===== config.mk =====
export PLATFORM = sky130hd
export DESIGN_NAME = fetch_stage
export DESIGN_NICKNAME = d
export VERILOG_FILES = /design/src/rtl/fetch_stage.sv
export SDC_FILE = /design/constraint.sdc
export NUM_CORES = 1
export LEC_CHECK = 0
export BUFFER_PORTS_ARGS = -buffer_cell sky130_fd_sc_hd__buf_2
export CAP_MARGIN = 20
export CELL_PAD_IN_SITES_DETAIL_PLACEMENT = 0
export CELL_PAD_IN_SITES_GLOBAL_PLACEMENT = 1
export CORE_MARGIN = 5
export CORE_UTILIZATION = 34
export CTS_CLUSTER_SIZE = 25
export DETAILED_ROUTE_END_ITERATION = 12
export GPL_ROUTABILITY_DRIVEN = 0
export PLACE_DENSITY_LB_ADDON = 0.1
export SLEW_MARGIN = 15
export SYNTH_ARGS = -nofsm -noshare
export SYNTH_HDL_FRONTEND = slang
export SYNTH_SLANG_ARGS = --single-unit

===== constraint.sdc =====
create_clock -name clk -period 2.34 [get_ports clk]
set_clock_uncertainty 0.15 [all_clocks]
set_input_delay 0 -clock clk [delete_from_list [all_inputs] [get_ports clk]]
set_output_delay 0 -clock clk [all_outputs]
set_load 0.005 [all_outputs]

===== src/rtl/fetch_stage.sv =====
// Instruction-fetch stage: owns the PC, drives the instruction memory address and
// captures the returned word into the IF/ID register, with redirect, stall, flush and halt handling.
module fetch_stage #(
  parameter logic [31:0] RESET_VECTOR = 32'h0000_0000,
  parameter logic [31:0] BUBBLE_INSTR = 32'h0000_0000,
  parameter int          COUNT_WIDTH  = 32
) (
  input  logic                   clk,
  input  logic                   reset,
  output logic [31:0]            PCF,
  input  logic [31:0]            InstrF,
  input  logic                   StallF,
  input  logic                   StallD,
  input  logic                   FlushD,
  input  logic                   BranchTakenE,
  input  logic [31:0]            BranchTargetE,
  input  logic                   PCSrcW,
  input  logic [31:0]            ResultW,
  input  logic                   halt_req,
  output logic [31:0]            InstrD,
  output logic [31:0]            PCPlus8D,
  output logic                   ValidD,
  output logic                   halted,
  output logic [COUNT_WIDTH-1:0] fetch_count
);

  typedef enum logic [1:0] {
    ST_BOOT = 2'b00,
    ST_RUN  = 2'b01,
    ST_HALT = 2'b10
  } state_t;

  localparam logic [31:0]            WORD_MASK = 32'hFFFF_FFFC;
  localparam logic [COUNT_WIDTH-1:0] COUNT_ONE = {{(COUNT_WIDTH-1){1'b0}}, 1'b1};

  state_t                 state_q, state_d;
  logic [31:0]            pc_q, pc_d;
  logic [31:0]            instr_q, instr_d;
  logic [31:0]            pc_plus8_q, pc_plus8_d;
  logic                   valid_q, valid_d;
  logic [COUNT_WIDTH-1:0] count_q, count_d;

  always_comb begin
    state_d    = state_q;
    pc_d       = pc_q;
    instr_d    = instr_q;
    pc_plus8_d = pc_plus8_q;
    valid_d    = valid_q;
    count_d    = count_q;

    // Halt beats any redirect on the same edge, and the PC never moves outside RUN.
    case (state_q)
      ST_BOOT: state_d = ST_RUN;
      ST_RUN: begin
        if (halt_req) begin
          state_d = ST_HALT;
        end else if (BranchTakenE) begin
          pc_d = BranchTargetE & WORD_MASK;
        end else if (PCSrcW) begin
          pc_d = ResultW & WORD_MASK;
        end else if (!StallF) begin
          pc_d = pc_q + 32'd4;
        end
      end
      ST_HALT: state_d = ST_HALT;
      default: state_d = ST_BOOT;
    endcase

    if (FlushD) begin
      instr_d    = BUBBLE_INSTR;
      pc_plus8_d = 32'd0;
      valid_d    = 1'b0;
    end else if (!StallD) begin
      if (state_q == ST_RUN) begin
        instr_d    = InstrF;
        pc_plus8_d = pc_q + 32'd8;
        valid_d    = 1'b1;
        if (count_q != '1) begin
          count_d = count_q + COUNT_ONE;
        end
      end else begin
        instr_d    = BUBBLE_INSTR;
        pc_plus8_d = 32'd0;
        valid_d    = 1'b0;
      end
    end
  end

  always_ff @(posedge clk or negedge reset) begin
    if (!reset) begin
      state_q    <= ST_BOOT;
      pc_q       <= RESET_VECTOR;
      instr_q    <= BUBBLE_INSTR;
      pc_plus8_q <= 32'd0;
      valid_q    <= 1'b0;
      count_q    <= '0;
    end else begin
      state_q    <= state_d;
      pc_q       <= pc_d;
      instr_q    <= instr_d;
      pc_plus8_q <= pc_plus8_d;
      valid_q    <= valid_d;
      count_q    <= count_d;
    end
  end

  assign PCF         = pc_q;
  assign InstrD      = instr_q;
  assign PCPlus8D    = pc_plus8_q;
  assign ValidD      = valid_q;
  assign halted      = (state_q == ST_HALT);
  assign fetch_count = count_q;

endmodule


==> key figures, run 1 <==
Synthesis
  – Count of cell types in the netlist: 65
  – Post-synth EDFFs: 0
  – Synth Warn #: 0
  – Top-area cell type share of the netlist area: between 40 and 50%
  – Synth Flop Type: dfrtp_1
  – Synth Instances: around 700
  – Top-count cell post-synth: dfrtp_1
  – Sequential area share after synthesis: 47.4%
  – Synthesized area: 0.00675 mm²
  – Main area contributors after synthesis: dfrtp_1 47%, xor2_1 4.8%, a22o_1 4.5%, o21ai_0 4.4%, nand2_1 4.3%
  – Post-Syn Area per Cell: 9.62 µm²
  – Post-synth top area cell: dfrtp_1
  – Synth top cells by count: 128 x dfrtp_1, 77 x nand2_1, 60 x o21ai_0
  – #FFs+latches synth: 128
  – Async S/R FF share, synth: 100%

Detailed routing
  – Remaining DRCs: 0
  – Wire per inst: 17.9 µm
  – Via density: ~5.1
  – DRT iter0 DRCs: 366
  – WL met2: 11.5 mm
  – Via Count: 6895
  – DRT Pass-1 Iters: 5
  – Met3 wire length: ~1.5 mm
  – Met1 Wirelength: 10.8 mm
  – WL final: 24.2 mm
  – Highest metal used: met4
  – Detail Route Antenna Nets: 0

Global route
  – Vias in the first global route: 7199
  – Initial antenna violation count: 0
  – Total global-route track usage: 21.5%
  – Total congestion overflow: 0
  – First-pass GRT wire length: 38.6 mm
  – Largest net degree at the start of global routing: 41

STA
  – RSZ-0062 raised after global routing: true
  – # setup viols final: 0
  – Fin Setup TNS: 0 ns
  – Max Slew Vio Count: 0
  – Fmax: 0.448 GHz
  – Minimum clock period: ~2.2 ns
  – Final worst path period share: a little over nine tenths
  – Final Hold Viols: 0
  – Slew headroom: 59.3%
  – Worst-margin pin slew: 0.609 ns

Layout
  – Filler Cells Inserted: 1850
  – Storage cell area: 0.00320 mm²
  – Post-route insts no fill: 1351
  – Nets: 1183
  – Area of the multi-input gates: 0.00330 mm²
  – Share of cells above drive strength 1: 32.0%
  – Area growth, synth to finish: 52.9%
  – N_diodes: 0

Die
  – Die footprint: 0.0228 mm²
  – Initial Util: 34.6%
  – Standard-cell rows: 51
  – IO Count: 234
  – Core ar.: ~0.020 mm²
  – Die Y-Extent: approximately 150 µm
  – Die width: around 150 µm

Clock tree
  – TritonCTS Buffers: 17
  – Clock root buffer: clkbuf_16
  – CTS tree: done
  – CTS H-tree depth: 4
  – Max clock buf depth: 2
  – Clock slew at reported path FFs: 0.06 ns
  – Latest clock arrival within the worst-skew pair: 0.41 ns
  – CTS sink cnt: ~130

Pwr
  – Power density over the cells: 819 mW/mm²
  – Leakage power: around 5.1 nW
  – Reg power frac: 36.3%
  – Combinational power share: 31.5%
  – Max IR drop VDD: 0.453 mV
  – Psw: 2.89 mW
  – Clock power share: 32.2%
  – P_int: between 5 and 6 mW
  – Sw Ratio: between 30% and 40%

Flow run
  – MaxCap Viol Count: 0

Critical path
  – Startpoint Class: register
  – Setup crit end kind: register
  – CP max FO: 7
  – Arrival @ worst endpoint: between 2 and 2.5 ns
  – Crit path kind: reg -> reg
  – Worst Path Required: 2.52 ns

Placed design
  – Port Buffers: 227
  – Placed cells: 1200
  – DP Wirelength: 17.4 mm

Status
  – Status: completed

Worst hold path
  – Worst hold path type: in -> async
-- worst max-delay path, cell delays in order (launching register included) --
cell,delay (ns)
dfrtp_1,0.38
inv_1,0.10
ha_1,0.18
or3b_4,0.43
nor3_4,0.26
o2111ai_4,0.24
nor3_1,0.24
xor2_1,0.17
-- per-layer routing --
layer  track usage, %  up-vias
met5                0        -
met4             5.62        0
met3             4.37       22
met2             35.6      245
met1             28.8     3347
li1                 -     3281
-- final cells by class --
cell class	instances	area share, %
sequential	128	31.0
tap	265	3.21
multi-input combinational	505	32.0
timing repair buffer	407	27.4
inverter	14	0.509
clock buffer	19	4.29
clock inverter	13	1.56
-- metrics by stage --
step | util, % | setup slack [ns] | total power [mW] | area (µm²) | hold WS [ns]
2_1_floorplan | - | 0.119 | 4.32 | 6760 | -0.446
3_3_place_gp | 43.5 | -0.0445 | 5.54 | 8490 | -0.152
3_5_place_dp | 43.5 | -0.0384 | 5.58 | 8490 | -0.151
4_1_cts | 52.7 | 0.0489 | 8.54 | 10300 | 0.0144
5_1_grt | 52.9 | -0.0235 | 8.98 | 10300 | 0.0650
6_report | 52.9 | 0.110 | 8.46 | 10300 | 0.0520
-- registers in the layout (all words and copies together) (netlist names) --
name,flops
PCF,30
ValidD,1
PCPlus8D,31
InstrD,32
fetch_count,32
state_q,2
-- cell families after synthesis --
logic type               share of synthesized area [%]
multiplexers                                      1.67
flip-flops                                        47.4
AND/OR/NAND/NOR                                   19.0
AO/OA/AOI/OAI                                     18.0
XOR/XNOR                                          8.30
buffers and inverters                             4.43
adder cells (fa/ha/maj)                           1.11
other                                           0.0555
-- power by group through the flow --
stage / Clock [mW] / Combinational (mW) / Sequential, mW
after floorplan: 0 / 1.33 / 2.99
after global placement: 0 / 2.45 / 3.09
after detailed placement: 0 / 2.48 / 3.10
after CTS: 2.79 / 2.68 / 3.07
after global routing: 2.91 / 2.95 / 3.13
final: 2.72 / 2.67 / 3.07
-- worst paths after layout --
path	startpoint	to	slack [ns]	cells after the start
worst max-delay path	state_q[1]$_DFFE_PN0P_	fetch_count[27]$_DFFE_PN0P_	0.11	7
worst min-delay path	reset	InstrD[5]$_DFFE_PN0P_	0.05	3
worst max register to register	state_q[1]$_DFFE_PN0P_	fetch_count[27]$_DFFE_PN0P_	0.11	7
worst min register to register	PCPlus8D[11]$_DFFE_PN0P_	PCPlus8D[11]$_DFFE_PN0P_	0.32	2
max in group asynchronous	reset	fetch_count[4]$_DFFE_PN0P_	1.61	3
min in group clk	PCSrcW	PCF[10]$_DFFE_PN0P_	0.06	4
-- layout by cell type (no fill, tap or decap), types with 17 or more instances in the layout --
cell           Yosys  layout
buf_2              6     226
dfrtp_1          128     128
dlygate4sd3_1      0     117
nand2_1           77      77
o21ai_0           60      60
buf_4              5      60
nor2_1            41      41
xor2_1            37      37
a22o_1            35      35
nand3_1           34      34
xnor2_1           27      27
nand4_1           26      26
a21oi_1           26      26
clkbuf_16          0      17
-- what timing repair did --
action,4_1_cts,5_1_grt
gates resized for setup,2,5
setup endpoints to repair,4,10
hold buffers,118,0
buffers inserted,1,0
pin swaps,0,1
hold endpoints to repair,193,0
No activity file was read; power rests on OpenSTA's default activity.
==> run 2, diff against run 1 <==
Settings changed: ABC_CLOCK_PERIOD_IN_PS set to 2340, CORE_MARGIN 5 to 2, RECOVER_POWER set to 50.
==> run 2 against run 1 <==
Net effect: worst setup slack better by 0.014 ns; utilization is 0.17 points lower; sequential share of layout area up 0.21 points; critical endpoint is now PCF[12]$_DFFE_PN0P_; die area is 7.8% lower; combinational power barely moved; non-clock buffer count decreased by 2; sequential cell count stayed put; global-route usage up 0.94 points; clock-buffer cell count down 2; final cell count fell by 0.15%; sequential power about the same; highest routed layer unchanged; largest cell class unchanged; clock power hardly changed.
==> key figures, run 2 (synthesis gave the netlist of run 1 again) <==
Worst hold path
  – Worst Hold End: PCF[31]$_DFFE_PN0P_
  – Worst hold path type: in -> reg
  – Hold wc startpoint: BranchTakenE
  – Hold depth: 5

Clock tree
  – Clock slew at reported path FFs: 0.06 ns (about the same)
  – TritonCTS Buffers: 17 (unchanged)
  – CTS tree: done
  – Clock root buffer: clkbuf_16
  – Max clock buf depth: 2 (unchanged)
  – CTS H-tree depth: 4 (unchanged)
  – Latest clock arrival within the worst-skew pair: 0.42 ns (about the same)
  – CTS sink cnt: 128 (unchanged)

Pwr
  – Leakage power: 4.87 nW (-4.0%)
  – Power density over the cells: 824 mW/mm² (+0.61%)
  – Max IR drop VDD: 0.527 mV (+17%)
  – Overall power: 8.46 mW (about the same)

STA
  – Final Hold Viols: 0 (unchanged)
  – Slew headroom: 11.6% (-48 points)
  – Fmax: 0.451 GHz (+0.65%)
  – Minimum clock period: 2.22 ns (-0.0144 ns)
  – Final hold slack: 0.0838 ns (+0.0318 ns)
  – Fin worst setup slack: 0.124 ns (+0.0144 ns)
  – Final worst path period share: 94.7% (-0.61 points)
  – RSZ-0062 raised after global routing: false
  – # setup viols final: 0 (unchanged)
  – Max Slew Vio Count: 0 (unchanged)
  – Worst-margin pin slew: 1.33 ns (+0.717 ns)

Global route
  – Total congestion overflow: 0 (unchanged)
  – Initial antenna violation count: 0 (unchanged)
  – GR peak layer: met2
  – Vias in the first global route: 6986 (-3.0%)
  – First-pass GRT wire length: 37.9 mm (-2.0%)
  – Largest net degree at the start of global routing: 51 (+24%)
  – Total global-route track usage: 22.4% (+0.94 points)
  – GR Util met3: 4.37% (about the same)
  – Met1 Use GR: 29.6% (+0.79 points)
  – Met2 usage: 37.4% (+1.9 points)

Die
  – Core ar.: 0.0195 mm² (-0.33%)
  – Die footprint: 0.0210 mm² (-7.8%)
  – IO Count: 234 (unchanged)
  – Die Y-Extent: 145 µm (-4.0%)
  – Initial Util: 34.7% (+0.11 points)
  – Standard-cell rows: 51 (unchanged)
  – Die width: 145 µm (-4.0%)

Detailed routing
  – Remaining DRCs: 0 (unchanged)
  – Via density: 5.10 (-0.13%)
  – Wire per inst: 17.1 µm (-4.3%)
  – WL final: 23.1 mm (-4.4%)
  – DRT Pass-1 Iters: 4 (-1)
  – Detail Route Antenna Nets: 0 (unchanged)
  – Via Count: 6876 (-0.28%)
  – DRT iter0 DRCs: 383 (+4.6%)

Layout
  – Area growth, synth to finish: 51.9%
  – Final Core Density: 52.7% (-0.17 points)
  – Most frequent cells in the layout: 187 x buf_2, 127 x dfrtp_1, 109 x dlygate4sd3_1, 77 x nand2_1, 62 x buf_4
  – Design area: 0.0103 mm² (-0.64%)
  – N_diodes: 0 (unchanged)
  – Nets: 1181 (-0.17%)
  – Most common cell after layout, fill and taps aside: buf_2
  – Share of cells above drive strength 1: 29.5% (-2.5 points)

Placed design
  – Port Buffers: 227 (unchanged)
  – DP Wirelength: 16.6 mm (-4.3%)
  – Post-Place Cell Area: 0.00854 mm² (+0.56%)
  – Place WS: -0.0248 ns (+0.0136 ns)

Critical path
  – RR Endpoint: PCF[12]$_DFFE_PN0P_
  – CP max FO: 9 (+2)
  – R2r startpoint: state_q[1]$_DFFE_PN0P_
  – Setup crit end kind: register
  – Crit path kind: reg -> reg
  – FF-to-FF setup slack: 0.12 ns (about the same)
  – Startpoint Class: register
  – Worst Path Required: 2.54 ns (+0.02 ns)
  – Arrival @ worst endpoint: 2.42 ns (about the same)
  – R2r worst-path depth: 7 (unchanged)

Status
  – Status: completed

Flow run
  – MaxCap Viol Count: 0 (unchanged)
-- run 2: changes by cell type in the layout (fill, tap and decap cells not counted), moves of 3 or more --
cell / delta
dlygate4sd3_1: -8
buf_2: -39
clkinv_4: -3
inv_6: +5
clkbuf_1: +39
-- run 2: critical path: stages (launching register included) --
cell,delay (ns)
dfrtp_1,0.38
inv_2,0.07
ha_2,0.17
nand2b_1,0.23
or4_1,0.59
buf_4,0.22
o21ai_0,0.16
a221o_1,0.17
-- run 2: routing by layer --
layer,wire (µm),vias to the layer above
met5,0,-
met4,376,0
met3,1240,19
met2,11100,232
met1,10400,3339
li1,-,3286
-- run 2: area by class of cell --
class	count	area, µm²
sequential	128	3200
inverter	14	52.6
clock inverter	15	181
multi-input combinational	505	3310
tap	265	332
fill	1797	9200
clock buffer	17	425
timing repair buffer	405	2750
-- run 2: worst max-delay path by stage --
stage                           start                     endpoint
2_1_floorplan  state_q[1]$_DFFE_PN0P_  fetch_count[31]$_DFFE_PN0P_
3_3_place_gp   state_q[1]$_DFFE_PN0P_  fetch_count[30]$_DFFE_PN0P_
3_5_place_dp   state_q[1]$_DFFE_PN0P_  fetch_count[26]$_DFFE_PN0P_
4_1_cts        state_q[1]$_DFFE_PN0P_  fetch_count[26]$_DFFE_PN0P_
5_1_grt        state_q[1]$_DFFE_PN0P_  fetch_count[29]$_DFFE_PN0P_
6_report       state_q[1]$_DFFE_PN0P_          PCF[12]$_DFFE_PN0P_
-- run 2: power by group --
part	leakage [nW]	total, mW	internal [mW]	switching [mW]
registers	1.70	3.05	2.61	0.448
clock network	0.295	2.74	1.69	1.05
logic	2.88	2.66	1.25	1.41
-- run 2: repair_timing --
action | 4_1_cts | 5_1_grt
resized for setup | 2 | 11
cloned | 0 | 0
pin swaps | 0 | 3
setup buffers | 0 | 5
hold buffers | 109 | 0
hold endpoints to repair | 180 | 0
endpoints found under the setup margin | 4 | 17
-- run 2: through the flow --
stage | TNS [ns] | cells
floorplan | 0 | 703
global placement | 0 | 1203
detailed placement | -0.0340 | 1203
CTS | -0.0949 | 1344
global route | 0 | 1349
finish | 0 | 1349
==> run 3, diff against run 2 <==
Settings changed: CORE_ASPECT_RATIO set to 0.9, GPL_ROUTABILITY_DRIVEN 0 to 1, RECOVER_POWER 50 to 25.
==> run 3 against run 2 <==
Net effect: the run now ends with hold timing left; first-iteration DRC count rose by 22%; maximum frequency fell by 1.8%; largest cell class unchanged; cell area fell by 0.35%; power rose by 0.79%; final cell count fell by 1.1%; worst setup slack got worse by 0.040 ns; combinational power barely moved; utilization rose by 0.15 points; clock power barely moved; critical path type unchanged; wire length rose by 3.7%; die area barely moved.
==> key figures, run 3 (synthesis gave the netlist of run 1 again) <==
Clock tree
  – Max clock buf depth: 2 (unchanged)
  – TritonCTS Buffers: 17 (unchanged)
  – Clock slew at reported path FFs: 0.06 ns (about the same)
  – CTS H-tree depth: 4 (unchanged)
  – CTS tree: done
  – CTS sink cnt: 128 (unchanged)
  – Clock root buffer: clkbuf_16
  – Latest clock arrival within the worst-skew pair: 0.41 ns (about the same)

Detailed routing
  – DRT iter0 DRCs: 467 (+22%)
  – Highest metal used: met4
  – Via density: 5.19 (+1.8%)
  – Met1 Wirelength: 11.1 mm (+6.1%)
  – Detail Route Antenna Nets: 0 (unchanged)
  – Wire per inst: 18.0 µm (+4.9%)
  – Via Count: 6920 (+0.64%)
  – Remaining DRCs: 0 (unchanged)
  – Met3 wire length: 1.47 mm (+18%)
  – WL met2: 11.1 mm (about the same)
  – WL final: 24.0 mm (+3.7%)
  – DRT Pass-1 Iters: 5 (+1)

Layout
  – Final Core Density: 52.9% (+0.15 points)
  – Area of the multi-input gates: 0.00335 mm² (+1.1%)
  – N_diodes: 0 (unchanged)
  – Nets: 1181 (unchanged)
  – Design area: 0.0102 mm² (-0.35%)
  – Most common cell after layout, fill and taps aside: buf_2
  – Filler Cells Inserted: 1817 (+1.1%)
  – Share of cells above drive strength 1: 27.8% (-1.8 points)
  – Most frequent cells in the layout: 160 x buf_2, 123 x dfrtp_1, 109 x dlygate4sd3_1, 77 x nand2_1, 68 x buf_4
  – Area growth, synth to finish: 51.4%
  – Storage cell area: 0.00321 mm² (+0.16%)

Placed design
  – Port Buffers: 227 (unchanged)
  – Gpl congestion: between 0.8 and 0.9
  – Post-Place Cell Area: 0.00846 mm² (-0.84%)
  – DP Wirelength: 17.0 mm (+2.1%)

Pwr
  – Max IR drop VDD: 0.393 mV (-25%)
  – Clock power share: 32.3% (about the same)
  – Reg power frac: 36.6% (+0.5 points)
  – Psw: 2.97 mW (+2.0%)
  – Leakage power: 4.77 nW (-2.2%)
  – Power density over the cells: 834 mW/mm² (+1.1%)
  – Combinational power share: 31.0% (-0.5 points)
  – Sw Ratio: 34.8% (+0.40 points)
  – P_int: 5.55 mW (+0.18%)
  – Overall power: 8.53 mW (+0.79%)

Global route
  – Initial antenna violation count: 0 (unchanged)
  – Vias in the first global route: 6766 (-3.1%)
  – Total congestion overflow: 0 (unchanged)
  – First-pass GRT wire length: 37.6 mm (-0.62%)
  – Total global-route track usage: 22.7% (+0.32 points)
  – Largest net degree at the start of global routing: 48 (-5.9%)

Status
  – Status: finished, violations left
  – Failing checks: hold timing

STA
  – Fmax: 0.443 GHz (-1.8%)
  – Slew headroom: 60.7% (+49 points)
  – Fin Setup TNS: 0 ns (unchanged)
  – Final Hold Viols: 1 (+1)
  – Worst-margin pin slew: 0.589 ns (-0.737 ns)
  – Final worst path period share: 96.4% (+1.7 points)
  – # setup viols final: 0 (unchanged)
  – Max Slew Vio Count: 0 (unchanged)
  – Final hold slack: -0.00383 ns (-0.0876 ns)
  – Minimum clock period: 2.26 ns (+0.0401 ns)

Critical path
  – RR Endpoint: PCPlus8D[17]$_DFFE_PN0P_
  – CP max FO: 5 (-4)
  – Crit path kind: reg -> reg
  – Setup crit end kind: register
  – FF-to-FF setup slack: 0.08 ns (-0.04 ns)
  – Arrival @ worst endpoint: 2.46 ns (+0.04 ns)
  – Startpoint Class: register
  – R2r worst-path depth: 9 (+2)
  – Worst Path Required: 2.54 ns (about the same)
  – R2r startpoint: PCF[3]$_DFFE_PN0P_

Die
  – Die width: 153 µm (+5.3%)
  – Standard-cell rows: 48 (-5.9%)
  – Die Y-Extent: 138 µm (-5.0%)
  – Initial Util: 34.9% (+0.22 points)
  – IO Count: 234 (unchanged)
  – Core ar.: 0.0193 mm² (-0.64%)
  – Die footprint: 0.0210 mm² (about the same)

Flow run
  – MaxCap Viol Count: 0 (unchanged)

Worst hold path
  – Worst Hold End: PCF[8]$_DFFE_PN0P_
  – Worst hold path type: in -> reg
  – Hold wc startpoint: BranchTakenE
  – Hold depth: 3 (-2)
run 3: cell count changes in the layout (fill, tap and decap cells not counted), sizes merged:
cell	previous run	this run
clkinvlp	2	3
inv	19	18
buf	254	231
clkinv	5	4
clkbuf	59	83
run 3: timing repair:
item	CTS	global route
hold buffers	109	0
pin swaps	0	4
endpoints found under the setup margin	2	18
hold endpoints to repair	209	0
gates resized for setup	0	23
buffers inserted	1	6
run 3: worst max path at each step:
stage                           startpoint                          end  slack (ns)  cells past startpoint
floorplan           state_q[1]$_DFFE_PN0P_  fetch_count[31]$_DFFE_PN0P_        0.12                      8
global placement    state_q[1]$_DFFE_PN0P_  fetch_count[30]$_DFFE_PN0P_       0.009                      7
detailed placement  state_q[1]$_DFFE_PN0P_  fetch_count[30]$_DFFE_PN0P_       -0.05                      7
CTS                 state_q[1]$_DFFE_PN0P_  fetch_count[10]$_DFFE_PN0P_       0.001                      8
global route            PCF[3]$_DFFE_PN0P_     PCPlus8D[17]$_DFFE_PN0P_       -0.05                      9
finish                  PCF[3]$_DFFE_PN0P_     PCPlus8D[17]$_DFFE_PN0P_        0.08                      9
run 3: cell type report:
class                           instances  share of cell area (%)
Inverter                               14                   0.514
Timing Repair Buffer                  405                    26.3
Clock inverter                         14                    1.75
Multi-Input combinational cell        505                    32.7
Clock buffer                           18                    4.20
Sequential cell                       128                    31.4
Tap cell                              250                    3.06
run 3: critical path: stages (launching register included):
cell,delay (ns)
dfrtp_1,0.39
buf_4,0.13
ha_1,0.24
nand3_1,0.18
buf_4,0.20
nor3_1,0.22
buf_4,0.19
a31oi_1,0.10
a311oi_2,0.29
a21o_1,0.11
run 3: metal layers:
layer | up-vias | GRT usage, %
li1 | 3270 | -
met5 | - | 0
met3 | 26 | 4.06
met2 | 287 | 37.5
met1 | 3337 | 31.0
met4 | 0 | 6.43
run 3: power groups by stage:
stage | clock, mW | combinational, mW | sequential, mW
detailed placement | 0 | 2.46 | 3.13
floorplan | 0 | 1.33 | 2.99
CTS | 2.81 | 2.64 | 3.09
finish | 2.76 | 2.64 | 3.12
global route | 2.92 | 2.91 | 3.19
global placement | 0 | 2.43 | 3.11
run 3: stage by stage:
| step | instances | worst slack, ns |
|---|---|---|
| final | 1334 | 0.0842 |
| after global routing | 1334 | -0.0498 |
| after CTS | 1328 | 0.00143 |
| after detailed placement | 1186 | -0.0500 |
| after global placement | 1186 | 0.00947 |
| after floorplan | 703 | 0.119 |
